File: config.mk
export PLATFORM = sky130hd
export DESIGN_NAME = mem_arbiter
export DESIGN_NICKNAME = d
export VERILOG_FILES = /design/src/rtl/mem_arbiter.sv
export SDC_FILE = /design/constraint.sdc
export NUM_CORES = 1
export LEC_CHECK = 0
export ABC_AREA = 1
export CORE_ASPECT_RATIO = 0.6
export CORE_MARGIN = 2
export CORE_UTILIZATION = 50
export CTS_CLUSTER_SIZE = 14
export DETAILED_ROUTE_END_ITERATION = 8
export HOLD_SLACK_MARGIN = 0.15
export PLACE_DENSITY = 0.95
export SLEW_MARGIN = 20
export SYNTH_ARGS = -nofsm -noshare
export SYNTH_HDL_FRONTEND = slang
export SYNTH_SLANG_ARGS = --single-unit
File: constraint.sdc
create_clock -name i_clk -period 7 [get_ports i_clk]
set_clock_uncertainty 0.15 [all_clocks]
set_input_delay 1.75 -clock i_clk [delete_from_list [all_inputs] [get_ports i_clk]]
set_output_delay 1.75 -clock i_clk [all_outputs]
set_load 0.005 [all_outputs]
File: src/rtl/mem_arbiter.sv
// Arbitrates the icache (port 0) and dcache (port 1) onto one word-granular memory port.
// The bus stays locked to one owner until its reads drain; writes that cannot issue are posted.
module mem_arbiter #(
  parameter int unsigned OUT_W = 3
) (
  input  logic        i_clk,
  input  logic        i_rst,
  input  logic        i_p0_ren,
  input  logic        i_p0_wen,
  input  logic [31:0] i_p0_addr,
  input  logic [31:0] i_p0_wdata,
  output logic        o_p0_ready,
  output logic [31:0] o_p0_rdata,
  output logic        o_p0_valid,
  input  logic        i_p1_ren,
  input  logic        i_p1_wen,
  input  logic [31:0] i_p1_addr,
  input  logic [31:0] i_p1_wdata,
  output logic        o_p1_ready,
  output logic [31:0] o_p1_rdata,
  output logic        o_p1_valid,
  input  logic        i_mem_ready,
  output logic [31:0] o_mem_addr,
  output logic        o_mem_ren,
  output logic        o_mem_wen,
  output logic [31:0] o_mem_wdata,
  input  logic [31:0] i_mem_rdata,
  input  logic        i_mem_valid,
  output logic        o_err
);

  localparam int unsigned DW = 32;
  localparam logic [OUT_W-1:0] CNT_MAX = '1;

  typedef enum logic [1:0] {IDLE = 2'd0, OWN0 = 2'd1, OWN1 = 2'd2} state_t;
  typedef struct packed {
    logic          full;
    logic [DW-1:0] addr;
    logic [DW-1:0] data;
  } post_t;

  state_t           state, state_next;
  logic             last_owner, last_owner_next;
  post_t            post_buf [2];
  logic [OUT_W-1:0] out_cnt, out_cnt_next;
  logic             err, err_next;

  logic [1:0]    ren, wen, req, full, issued, post, drain;
  logic [DW-1:0] addr [2];
  logic [DW-1:0] wdata [2];
  logic          has_owner, owner, other;
  logic          cnt_inc, cnt_dec;

  assign ren      = {i_p1_ren, i_p0_ren};
  assign wen      = {i_p1_wen, i_p0_wen};
  assign addr[0]  = i_p0_addr;
  assign addr[1]  = i_p1_addr;
  assign wdata[0] = i_p0_wdata;
  assign wdata[1] = i_p1_wdata;
  assign full     = {post_buf[1].full, post_buf[0].full};
  assign req      = ren | wen | full;

  assign o_p0_rdata = i_mem_rdata;
  assign o_p1_rdata = i_mem_rdata;
  assign o_p0_valid = i_mem_valid & has_owner & ~owner & (out_cnt != '0);
  assign o_p1_valid = i_mem_valid & has_owner &  owner & (out_cnt != '0);
  assign o_err      = err;

  // Current owner; from IDLE the winner is granted in the same cycle.
  always_comb begin
    has_owner = 1'b0;
    owner     = 1'b0;
    case (state)
      OWN0: has_owner = 1'b1;
      OWN1: begin
        has_owner = 1'b1;
        owner     = 1'b1;
      end
      default: begin
        if (req[0] && req[1]) begin
          has_owner = 1'b1;
          owner     = ~last_owner;
        end else if (req[0]) begin
          has_owner = 1'b1;
        end else if (req[1]) begin
          has_owner = 1'b1;
          owner     = 1'b1;
        end
      end
    endcase
    other = ~owner;
  end

  // Memory bus mux: the owner's posted write drains before any live request.
  always_comb begin
    o_mem_ren   = 1'b0;
    o_mem_wen   = 1'b0;
    o_mem_addr  = '0;
    o_mem_wdata = '0;
    o_p0_ready  = 1'b0;
    o_p1_ready  = 1'b0;
    issued      = '0;
    drain       = '0;
    if (has_owner) begin
      if (post_buf[owner].full) begin
        o_mem_wen     = 1'b1;
        o_mem_addr    = post_buf[owner].addr;
        o_mem_wdata   = post_buf[owner].data;
        drain[owner]  = i_mem_ready;
      end else if (ren[owner] || wen[owner]) begin
        o_mem_ren      = ren[owner];
        o_mem_wen      = wen[owner];
        o_mem_addr     = addr[owner];
        o_mem_wdata    = wdata[owner];
        issued[owner]  = wen[owner] & i_mem_ready;
        o_p0_ready     = ~owner & i_mem_ready;
        o_p1_ready     =  owner & i_mem_ready;
      end
    end
  end

  // Next state, outstanding-read count and protocol error detection.
  always_comb begin
    state_next      = state;
    last_owner_next = last_owner;
    out_cnt_next    = out_cnt;
    err_next        = err;
    post            = wen & ~issued;
    cnt_inc         = o_mem_ren & i_mem_ready;
    cnt_dec         = i_mem_valid & (out_cnt != '0);

    if (i_mem_valid && (out_cnt == '0)) err_next = 1'b1;
    if ((post & full) != 2'b00) err_next = 1'b1;
    if (cnt_inc && !cnt_dec) begin
      if (out_cnt == CNT_MAX) err_next = 1'b1;
      else out_cnt_next = out_cnt + OUT_W'(1);
    end else if (!cnt_inc && cnt_dec) begin
      out_cnt_next = out_cnt - OUT_W'(1);
    end

    case (state)
      IDLE: begin
        if (has_owner) begin
          state_next      = owner ? OWN1 : OWN0;
          last_owner_next = owner;
        end
      end
      OWN0, OWN1: begin
        if (!ren[owner] && !wen[owner] && !full[owner] && (out_cnt_next == '0)) begin
          if (req[other]) begin
            state_next      = other ? OWN1 : OWN0;
            last_owner_next = other;
          end else begin
            state_next = IDLE;
          end
        end
      end
      default: state_next = IDLE;
    endcase
  end

  always_ff @(posedge i_clk) begin
    if (i_rst) begin
      state      <= IDLE;
      last_owner <= 1'b1;
      out_cnt    <= '0;
      err        <= 1'b0;
      for (int p = 0; p < 2; p++) post_buf[p] <= '0;
    end else begin
      state      <= state_next;
      last_owner <= last_owner_next;
      out_cnt    <= out_cnt_next;
      err        <= err_next;
      for (int p = 0; p < 2; p++) begin
        if (post[p] && !full[p]) post_buf[p] <= '{full: 1'b1, addr: addr[p], data: wdata[p]};
        else if (drain[p]) post_buf[p].full <= 1'b0;
      end
    end
  end

endmodule
== After elaboration in Yosys (flattened, before gate mapping) ==
Memories as Yosys holds them, arrays and structs flattened.
Cells that the tools add are included.

* Memories kept: 1
* Memory bits (writable): 130
* Input port bits: 168
* Output and inout port bits: 135
* Logic and storage cells: 151
* Bits in registers: 7

* Reduce and logical (&&, ||, !) cells: 27
* Muxes and demuxes: 83
* Bitwise logic cells: 24
* Equal/unequal tests: 6
* Add/sub/neg operators: 2
* Magnitude comparators: 4

{| class="wikitable"
|+ Memories
! memory !! words !! width !! read ports !! clocked after Yosys merged registers in !! write ports !! line !! RTL
|-
| post_buf || 2 || 65 || 3 || 0 || 2 || 44 || <nowiki>post_t post_buf [2];</nowiki>
|}

{| class="wikitable"
|+ Operators with widths
! cell !! number
|-
| $mux W32 || 12
|-
| $mux W65 || 2
|-
| $mux W1 || 52
|-
| $mux W2 || 10
|-
| $and A1 B1 Y1 || 10
|-
| $logic_and A1 B1 Y1 || 10
|-
| $mux W3 || 3
|-
| $and A2 B2 Y2 || 4
|-
| $logic_not A1 Y1 || 7
|-
| $logic_not A3 Y1 || 2
|-
| $lt A1 B2 Y1 const B || 2
|-
| $ne A2 B1 Y1 const B || 2
|-
| $or A1 B1 Y1 || 4
|-
| $or A2 B2 Y2 || 2
|-
| $pmux W1 S2 || 2
|-
| $pmux W2 S2 || 1
|-
| $reduce_and A4 Y1 || 1
|-
| $reduce_bool A2 Y1 || 2
|-
| $add A3 B1 Y3 const B || 1
|-
| $eq A3 B3 Y1 const B || 1
|-
| $reduce_bool A3 Y1 || 1
|-
| $sub A3 B1 Y3 const B || 1
|-
| $eq A2 B1 Y1 const B || 1
|-
| $eq A2 B2 Y1 const B || 1
|-
| other kinds (11) || 12
|}

== Logic depth before layout (Yosys ltp) ==
Gate-level depths: netlist (run 1).

* Depth after elaboration: 22
* Mapped depth: 20

== Worst setup path after synthesis (run 1) ==
Ideal clock, no wire load.

* Kind: in2out
* Start: in i_p0_wen
* End: out o_mem_addr[0]
* Path slack: 1.914 ns
* Stages: 13
* Arrival time: 3.186 ns
* Required time: 5.100 ns
* Cells stage by stage: inv_1 > nand3_2 > nand2_2 > nand2_4 > nand2_4 > inv_4 > nand2_1 > o21ai_2 > nand2_1 > clkbuf_1 > clkbuf_1 > nand3_1 > nand2_1

* Word-level cells in the longest chain between the ends: 12
* Elaborated cells on any way between the ends: 22

{| class="wikitable"
|+ RTL lines
! item !! line !! RTL
|-
| start: declaration || 9 || <nowiki>input logic i_p0_wen,</nowiki>
|-
| $or A2 B2 Y2 (2 in a row) || 61 || <nowiki>assign req = ren | wen | full;</nowiki>
|-
| $mux W1 / $logic_and A1 B1 Y1 (equally long branches) || 83, 80 ||
|-
| $mux W1 || 80 || <nowiki>if (req[0] && req[1]) begin</nowiki>
|-
| $pmux W1 S2 || 73 || <nowiki>case (state)</nowiki>
|-
| $not A1 Y2 (not written as such) || 113 || <nowiki>o_mem_addr = addr[owner];</nowiki>
|-
| $mux W32 (not written as such) (3 in a row) || 113 ||
|-
| $mux W32 || 110 || <nowiki>end else if (ren[owner] || wen[owner]) begin</nowiki>
|-
| $mux W32 || 105 || <nowiki>if (post_buf[owner].full) begin</nowiki>
|-
| $mux W32 * || 104 || <nowiki>if (has_owner) begin</nowiki>
|-
| end: declaration || 23 || <nowiki>output logic [31:0] o_mem_addr,</nowiki>
|}

Mark *: on every way between the ends. The rest lies on a longest branch, timed or not. The select of a mux whose other input is x is not followed.

== Final worst setup path (run 1) ==
* Start: in i_p0_wen
* End: out o_mem_addr[24]

The elaborated chain is that of the path after synthesis.

==> results by group, run 1 <==
Status
  • Status: completed

Cells and area
  • Area of the multi-input gates: 3350 sq um
  • Filler cells: 1411
  • Reg area: 4030 sq um
  • Most common cell after layout, fill and taps aside: nand2_1
  • Final net count: 1521
  • Layout cells sized above 1: 4.71%
  • Diodes inserted: 0
  • Area grow syn2layout: 25.9%
  • Commonest cells after routing, fill and taps aside: nand2_1, clkdlybuf4s50_1, inv_1, edfxtp_1, nand3_1

Timing
  • Rel. slew slack: 35.5%
  • Fin crit share: 90.6%
  • Slew Limit Fails: 0
  • Worst setup margin: 0.659 ns
  • Worst Max-Slew Pin Slew: 0.967 ns
  • RSZ-0062 raised after global routing: no
  • Fin Setup TNS: 0 ns
  • Tmin final: 6.34 ns
  • Final setup violation count: 0
  • Hold Vio Cnt, Final: 0
  • Max Clk Rate: 158 MHz
  • Worst hold slack: 0.349 ns

Synthesis
  • Synth cell types: 27
  • Number of synthesis warnings: 0
  • Number of synthesized flops with an enable pin: 129
  • Syn avg cell area: 7.08 sq um
  • Ys async rst share: 0%
  • Seq/Total Area, Yosys: 46.1%
  • Seq cells post-synth: 137
  • Top FF cell, synth: edfxtp_1
  • Mapped Cells: 1237
  • Post-Syn Area: 8760 sq um
  • Post-Syn Nets: 1411

Die
  • Die ar.: 18600 sq um
  • IO Pins: 303
  • Die width: 175 um
  • Die height: 107 um
  • FP Rows: 37
  • Starting density of the core: 51.1%
  • Core region area: 17100 sq um

Placement
  • DP HPWL: 15100 um
  • Pre-CTS WS: 0.701 ns
  • Number of buffers added on ports: 206
  • Placer Congestion: 0.904

Critical path
  • Crit path max fanout: 58
  • Critical path origin: i_p0_wen
  • FF-to-FF path depth: 19
  • CP Capture Point: o_mem_addr[24]
  • Worst setup SP type: input port
  • Reg2Reg Launch Point: state[0]
  • R2R Path End: post_buf[0][6]
  • CP required: 5.10 ns
  • Kind of critical path: input port to output pin
  • Reg2Reg Setup Slack: 3.35 ns
  • Setup crit end kind: output pin
  • WP data arrival: 4.44 ns

GRT
  • First-pass GRT wire length: 36300 um
  • GRT Total Usage: 24.1%
  • GR Overflow Total: 0
  • Vias in the first global route: 7395
  • Antenna violations before repair: 1
  • Largest net degree at the start of global routing: 79

Power and ir drop
  • Peak supply drop: 0.198 mV
  • Flop pwr share: 26.0%
  • Pint: 2.83 mW
  • Sw Share: 40.2%
  • Gate power share: 54.7%
  • Clock Power Share: 19.3%
  • Static Leak: 5.92 nW
  • PD cells: 429 nW/um^2
  • Sw power: 1.90 mW

Drt
  • Final wirelength: 22700 um
  • 1st-pass router iterations: 6
  • DR iter-0 viols: 806
  • Drt wl/cell: 14.3 um
  • Post-DRT Antenna Nets: 0
  • DRC Markers: 0
  • Via count: 8084
  • Vias per inst: 5.07

CTS
  • Hold buffer count at cts: 0
  • CTS tree: done
  • Post-CTS sizing: 0
  • H-tree Lvls: 4
  • Clock slew at reported path FFs: 0.06 ns
  • Clock tree buffer depth: 2
  • Clk_lat worst skew: 0.40 ns
  • Sink Count: 137
  • Root Driver: clkbuf_16
  • CTS Buf Count: 17
  • Post-CTS Setup Bufs: 0

Worst hold path
  • Hold WC Path Type: flip-flop to flip-flop
  • Hold Path Stages: 2

Run
  • Max_cap viols: 0
cells by family (layout without fill, tap and decap cells):
kind of cell               after synthesis  after routing  synth area share, %
and+or+nand+nor                        795            795                 35.8
buffers and inverters                  281            404                 16.0
DFF                                    137            137                 46.1
AOI/OAI and AO/OA                       18             18                 1.29
adders and majority gates                6              6                0.857
final cells by class:
cell class | instances | share of cell area [%]
clock buffers | 19 | 3.93
inverters | 153 | 5.23
multi-input cells | 819 | 30.4
flip-flops and latches | 137 | 36.6
clock inverters | 13 | 1.51
repair buffers | 219 | 19.7
well taps | 234 | 2.66
layer usage:
| layer | up-vias | wire length [um] | global-route usage [%] |
|---|---|---|---|
| li1 | 3922 | - | - |
| met3 | 22 | 2710 | 7.12 |
| met4 | 2 | 205 | 5.42 |
| met1 | 3667 | 9450 | 32.4 |
| met5 | - | 13 | 0 |
| met2 | 471 | 10400 | 38.7 |
critical path, stage by stage:
cell	delay, ns
clkdlybuf4s50_1	0.47
inv_1	0.09
nand3_2	0.13
nand2_2	0.08
nand2_4	0.11
nand2_4	0.09
inv_4	0.21
buf_4	0.54
nand2_1	0.10
nand2_1	0.08
nand3_1	0.08
nand2_1	0.15
clkdlybuf4s50_1	0.52
state kept, by name, indices dropped and copies added, names as in the netlist:
name        flops
last_owner      1
post_buf      130
o_err           1
state           2
out_cnt         3
synth_stat cells (2+ instances only):
library cell,count,area (sq um)
nand2_1,687,2580
inv_1,146,548
edfxtp_1,129,3870
nand3_1,82,410
buf_4,65,488
clkbuf_1,43,161
buf_6,13,146
nor2_1,13,48.8
dfxtp_1,8,160
buf_1,7,26.3
a21oi_1,6,30.0
ha_1,6,75.1
inv_2,6,22.5
o21ai_0,5,25.0
nand4_1,3,18.8
nor3_1,3,15.0
nand2_2,2,12.5
nand2_4,2,22.5
nor3_2,2,20.0
o21ai_2,2,17.5
metrics by stage:
| stage | power (mW) | cell area (sq um) | cells | util, % |
|---|---|---|---|---|
| 2_1_floorplan | 2.74 | 8760 | 1237 | - |
| 5_1_grt | 5.06 | 11000 | 1594 | 64.4 |
| 3_3_place_gp | 3.74 | 10400 | 1562 | 60.9 |
| 6_report | 4.73 | 11000 | 1594 | 64.4 |
| 4_1_cts | 4.73 | 11000 | 1594 | 64.4 |
| 3_5_place_dp | 3.81 | 10400 | 1562 | 60.9 |
power groups by stage:
stage          combinational [mW]  sequential [mW]  clock (mW)
2_1_floorplan                1.51             1.23           0
3_3_place_gp                 2.50             1.23           0
3_5_place_dp                 2.56             1.24           0
4_1_cts                      2.58             1.23       0.920
5_1_grt                      2.86             1.25       0.954
6_report                     2.59             1.23       0.912
worst min-delay path by stage:
| stage | from | endpoint | slack, ns |
|---|---|---|---|
| final | last_owner | last_owner | 0.35 |
| after global routing | last_owner | last_owner | 0.38 |
| after CTS | last_owner | last_owner | 0.35 |
| after detailed placement | last_owner | last_owner | 0.34 |
| after global placement | last_owner | last_owner | 0.33 |
| after floorplan | last_owner | last_owner | 0.30 |
(Power assumes the default switching activity.)
==> run 2, diff against run 1 <==
GPL_ROUTABILITY_DRIVEN = 0   (was not set)
==> results of run 2 <==
No change in the layout: final DEF, timing and power equal those of run 1.
==> run 3, diff against run 2 <==
--- a/constraint.sdc
+++ b/constraint.sdc
@@ -3,3 +3,3 @@
 set_input_delay 1.75 -clock i_clk [delete_from_list [all_inputs] [get_ports i_clk]]
 set_output_delay 1.75 -clock i_clk [all_outputs]
-set_load 0.005 [all_outputs]
+set_load 0.05 [all_outputs]
==> run 3 against run 2 <==
- global-route usage is 1.4 points higher
- wire length grew 3.9%
- count of clock-buffer cells in the layout stayed put
- maximum frequency grew 1.4%
- combinational power up 76%
- worst hold slack got worse by 0.015 ns
- non-clock buffer count shrank 3
- via count increased by 1.7%
- total power is 40% higher
- largest cell class unchanged
- critical endpoint is now o_p0_ready
- largest power group unchanged
- flip-flop and latch count unchanged
- design area is 5.3% higher
==> results by group, run 3 (same netlist as run 1, synthesis figures left out) <==
CTS
  • Sink Count: 137
  • Clock slew at reported path FFs: 0.05 ns
  • Post-CTS sizing: 0
  • Clock tree buffer depth: 2
  • H-tree Lvls: 4
  • Post-CTS Setup Bufs: 0
  • CTS tree: done
  • CTS Buf Count: 17
  • Clk_lat worst skew: 0.41 ns
  • Root Driver: clkbuf_16
  • Hold buffer count at cts: 0

Cells and area
  • Filler cells: 1277
  • Largest registers in the final layout: post_buf x130, out_cnt x3, state x2
  • Diodes inserted: 0
  • Fin cells: 1590
  • Core Util, Final: 67.8%
  • Layout cells sized above 1: 9.44%
  • Reg area: 4030 sq um
  • Area of the multi-input gates: 3350 sq um
  • Largest Register: post_buf
  • Most common cell after layout, fill and taps aside: nand2_1
  • Commonest cells after routing, fill and taps aside: nand2_1, inv_1, clkdlybuf4s50_1, edfxtp_1, nand3_1
  • Final net count: 1518
  • Area grow syn2layout: 32.6%
  • Max reg flops: 130

Timing
  • Slew Limit Fails: 0
  • Fin crit share: 89.3%
  • Max Clk Rate: 160 MHz
  • Worst Max-Slew Pin Slew: 0.978 ns
  • Rel. slew slack: 34.8%
  • Hold Vio Cnt, Final: 0
  • Tmin final: 6.25 ns
  • Fin Setup TNS: 0 ns
  • Worst setup margin: 0.747 ns
  • RSZ-0062 raised after global routing: no
  • Final setup violation count: 0

Power and ir drop
  • Overall Power: 6.60 mW
  • Static Leak: 6.23 nW
  • Peak supply drop: 0.451 mV
  • PD cells: 569 nW/um^2

GRT
  • GR Overflow Total: 0
  • GRT Total Usage: 25.5%
  • Antenna violations before repair: 0
  • Vias in the first global route: 7936
  • Largest net degree at the start of global routing: 134
  • First-pass GRT wire length: 37800 um

Die
  • IO Pins: 303
  • Core region area: 17100 sq um
  • Die height: 107 um
  • FP Rows: 37
  • Die ar.: 18600 sq um
  • Starting density of the core: 51.1%
  • Die width: 175 um

Critical path
  • Largest delay share family, worst path: buffers and inverters
  • Crit path max fanout: 65
  • FF-to-FF path depth: 15
  • Number of cells on the critical path: 13
  • Crit path cell chain: clkdlybuf4s50_1, nor2_1, a21oi_2, nand2_4, nand2_4, inv_4, nand2_1, o21ai_2, nand2_2, buf_4, inv_2, nor3_2, buf_12
  • CP Buf/Inv Count: 5
  • Worst setup SP type: input port
  • Kind of critical path: input port to output pin
  • Worst path most repeated cell: nand2_4
  • Reg2Reg Setup Slack: 3.03 ns
  • Crit-path max cell delay: 0.64 ns
  • WP data arrival: 4.35 ns
  • Slowest CP cell: buf_4
  • Reg2Reg Launch Point: state[0]
  • R2R Path End: post_buf[0][36]
  • Setup crit end kind: output pin
  • CP required: 5.10 ns

Worst hold path
  • Hold Path Stages: 2
  • Hold WC Path Type: flip-flop to flip-flop
  • End of the worst hold path: last_owner
  • Hold_sp: last_owner

Drt
  • DRC Markers: 0
  • 1st-pass router iterations: 5
  • Post-DRT Antenna Nets: 0
  • Vias per inst: 5.17
  • DR iter-0 viols: 919
  • Via count: 8220
  • Final wirelength: 23600 um
  • Drt wl/cell: 14.9 um

Placement
  • Pre-CTS WS: 0.803 ns
  • Number of buffers added on ports: 206
  • DP HPWL: 15300 um
  • Cell count after placement: 1559

Status
  • Status: completed

Run
  • Max_cap viols: 0
-- run 3: report_power, final --
part | total [mW] | switching, mW | internal [mW]
combinational | 4.55 | 2.81 | 1.74
clock | 0.827 | 0.342 | 0.485
sequential | 1.23 | 0.0591 | 1.17
total | 6.60 | 3.21 | 3.39
-- run 3: metal layers --
layer | global-route usage [%] | share of wire [%] | up-vias
li1 | - | - | 3928
met1 | 32.5 | 40 | 3779
met2 | 41.9 | 47 | 472
met3 | 7.62 | 11 | 41
met4 | 8.04 | 1.5 | 0
met5 | 0 | 0 | -
-- run 3: metrics by stage --
| stage | hold WS [ns] | instance area (sq um) |
|---|---|---|
| after global routing | 0.359 | 11600 |
| after CTS | 0.333 | 11600 |
| final | 0.334 | 11600 |
| after detailed placement | 0.320 | 11100 |
| after global placement | 0.319 | 11100 |
| after floorplan | 0.298 | 8760 |
-- run 3: final cells by class --
class	count	area share (%)
multi-input cells	819	28.9
repair buffers	216	24.3
clock inverters	12	0.894
clock buffers	19	3.73
flip-flops and latches	137	34.7
well taps	234	2.52
inverters	153	4.97
-- run 3: tightest hold or removal path, cell delays in order (launching register included) --
cell and delay [ns]:
dfxtp_1 0.34, nand2_1 0.06, nand3_1 0.06
-- run 3: worst max path at each step --
stage | start | endpoint | slack [ns]
2_1_floorplan | i_p1_ren | o_p0_valid | 1.49
3_3_place_gp | i_p1_wen | o_p0_ready | 0.97
3_5_place_dp | i_p1_wen | o_p0_ready | 0.80
4_1_cts | i_p1_wen | o_p0_ready | 0.80
5_1_grt | i_p1_wen | o_p0_ready | 0.63
6_report | i_p1_wen | o_p0_ready | 0.75
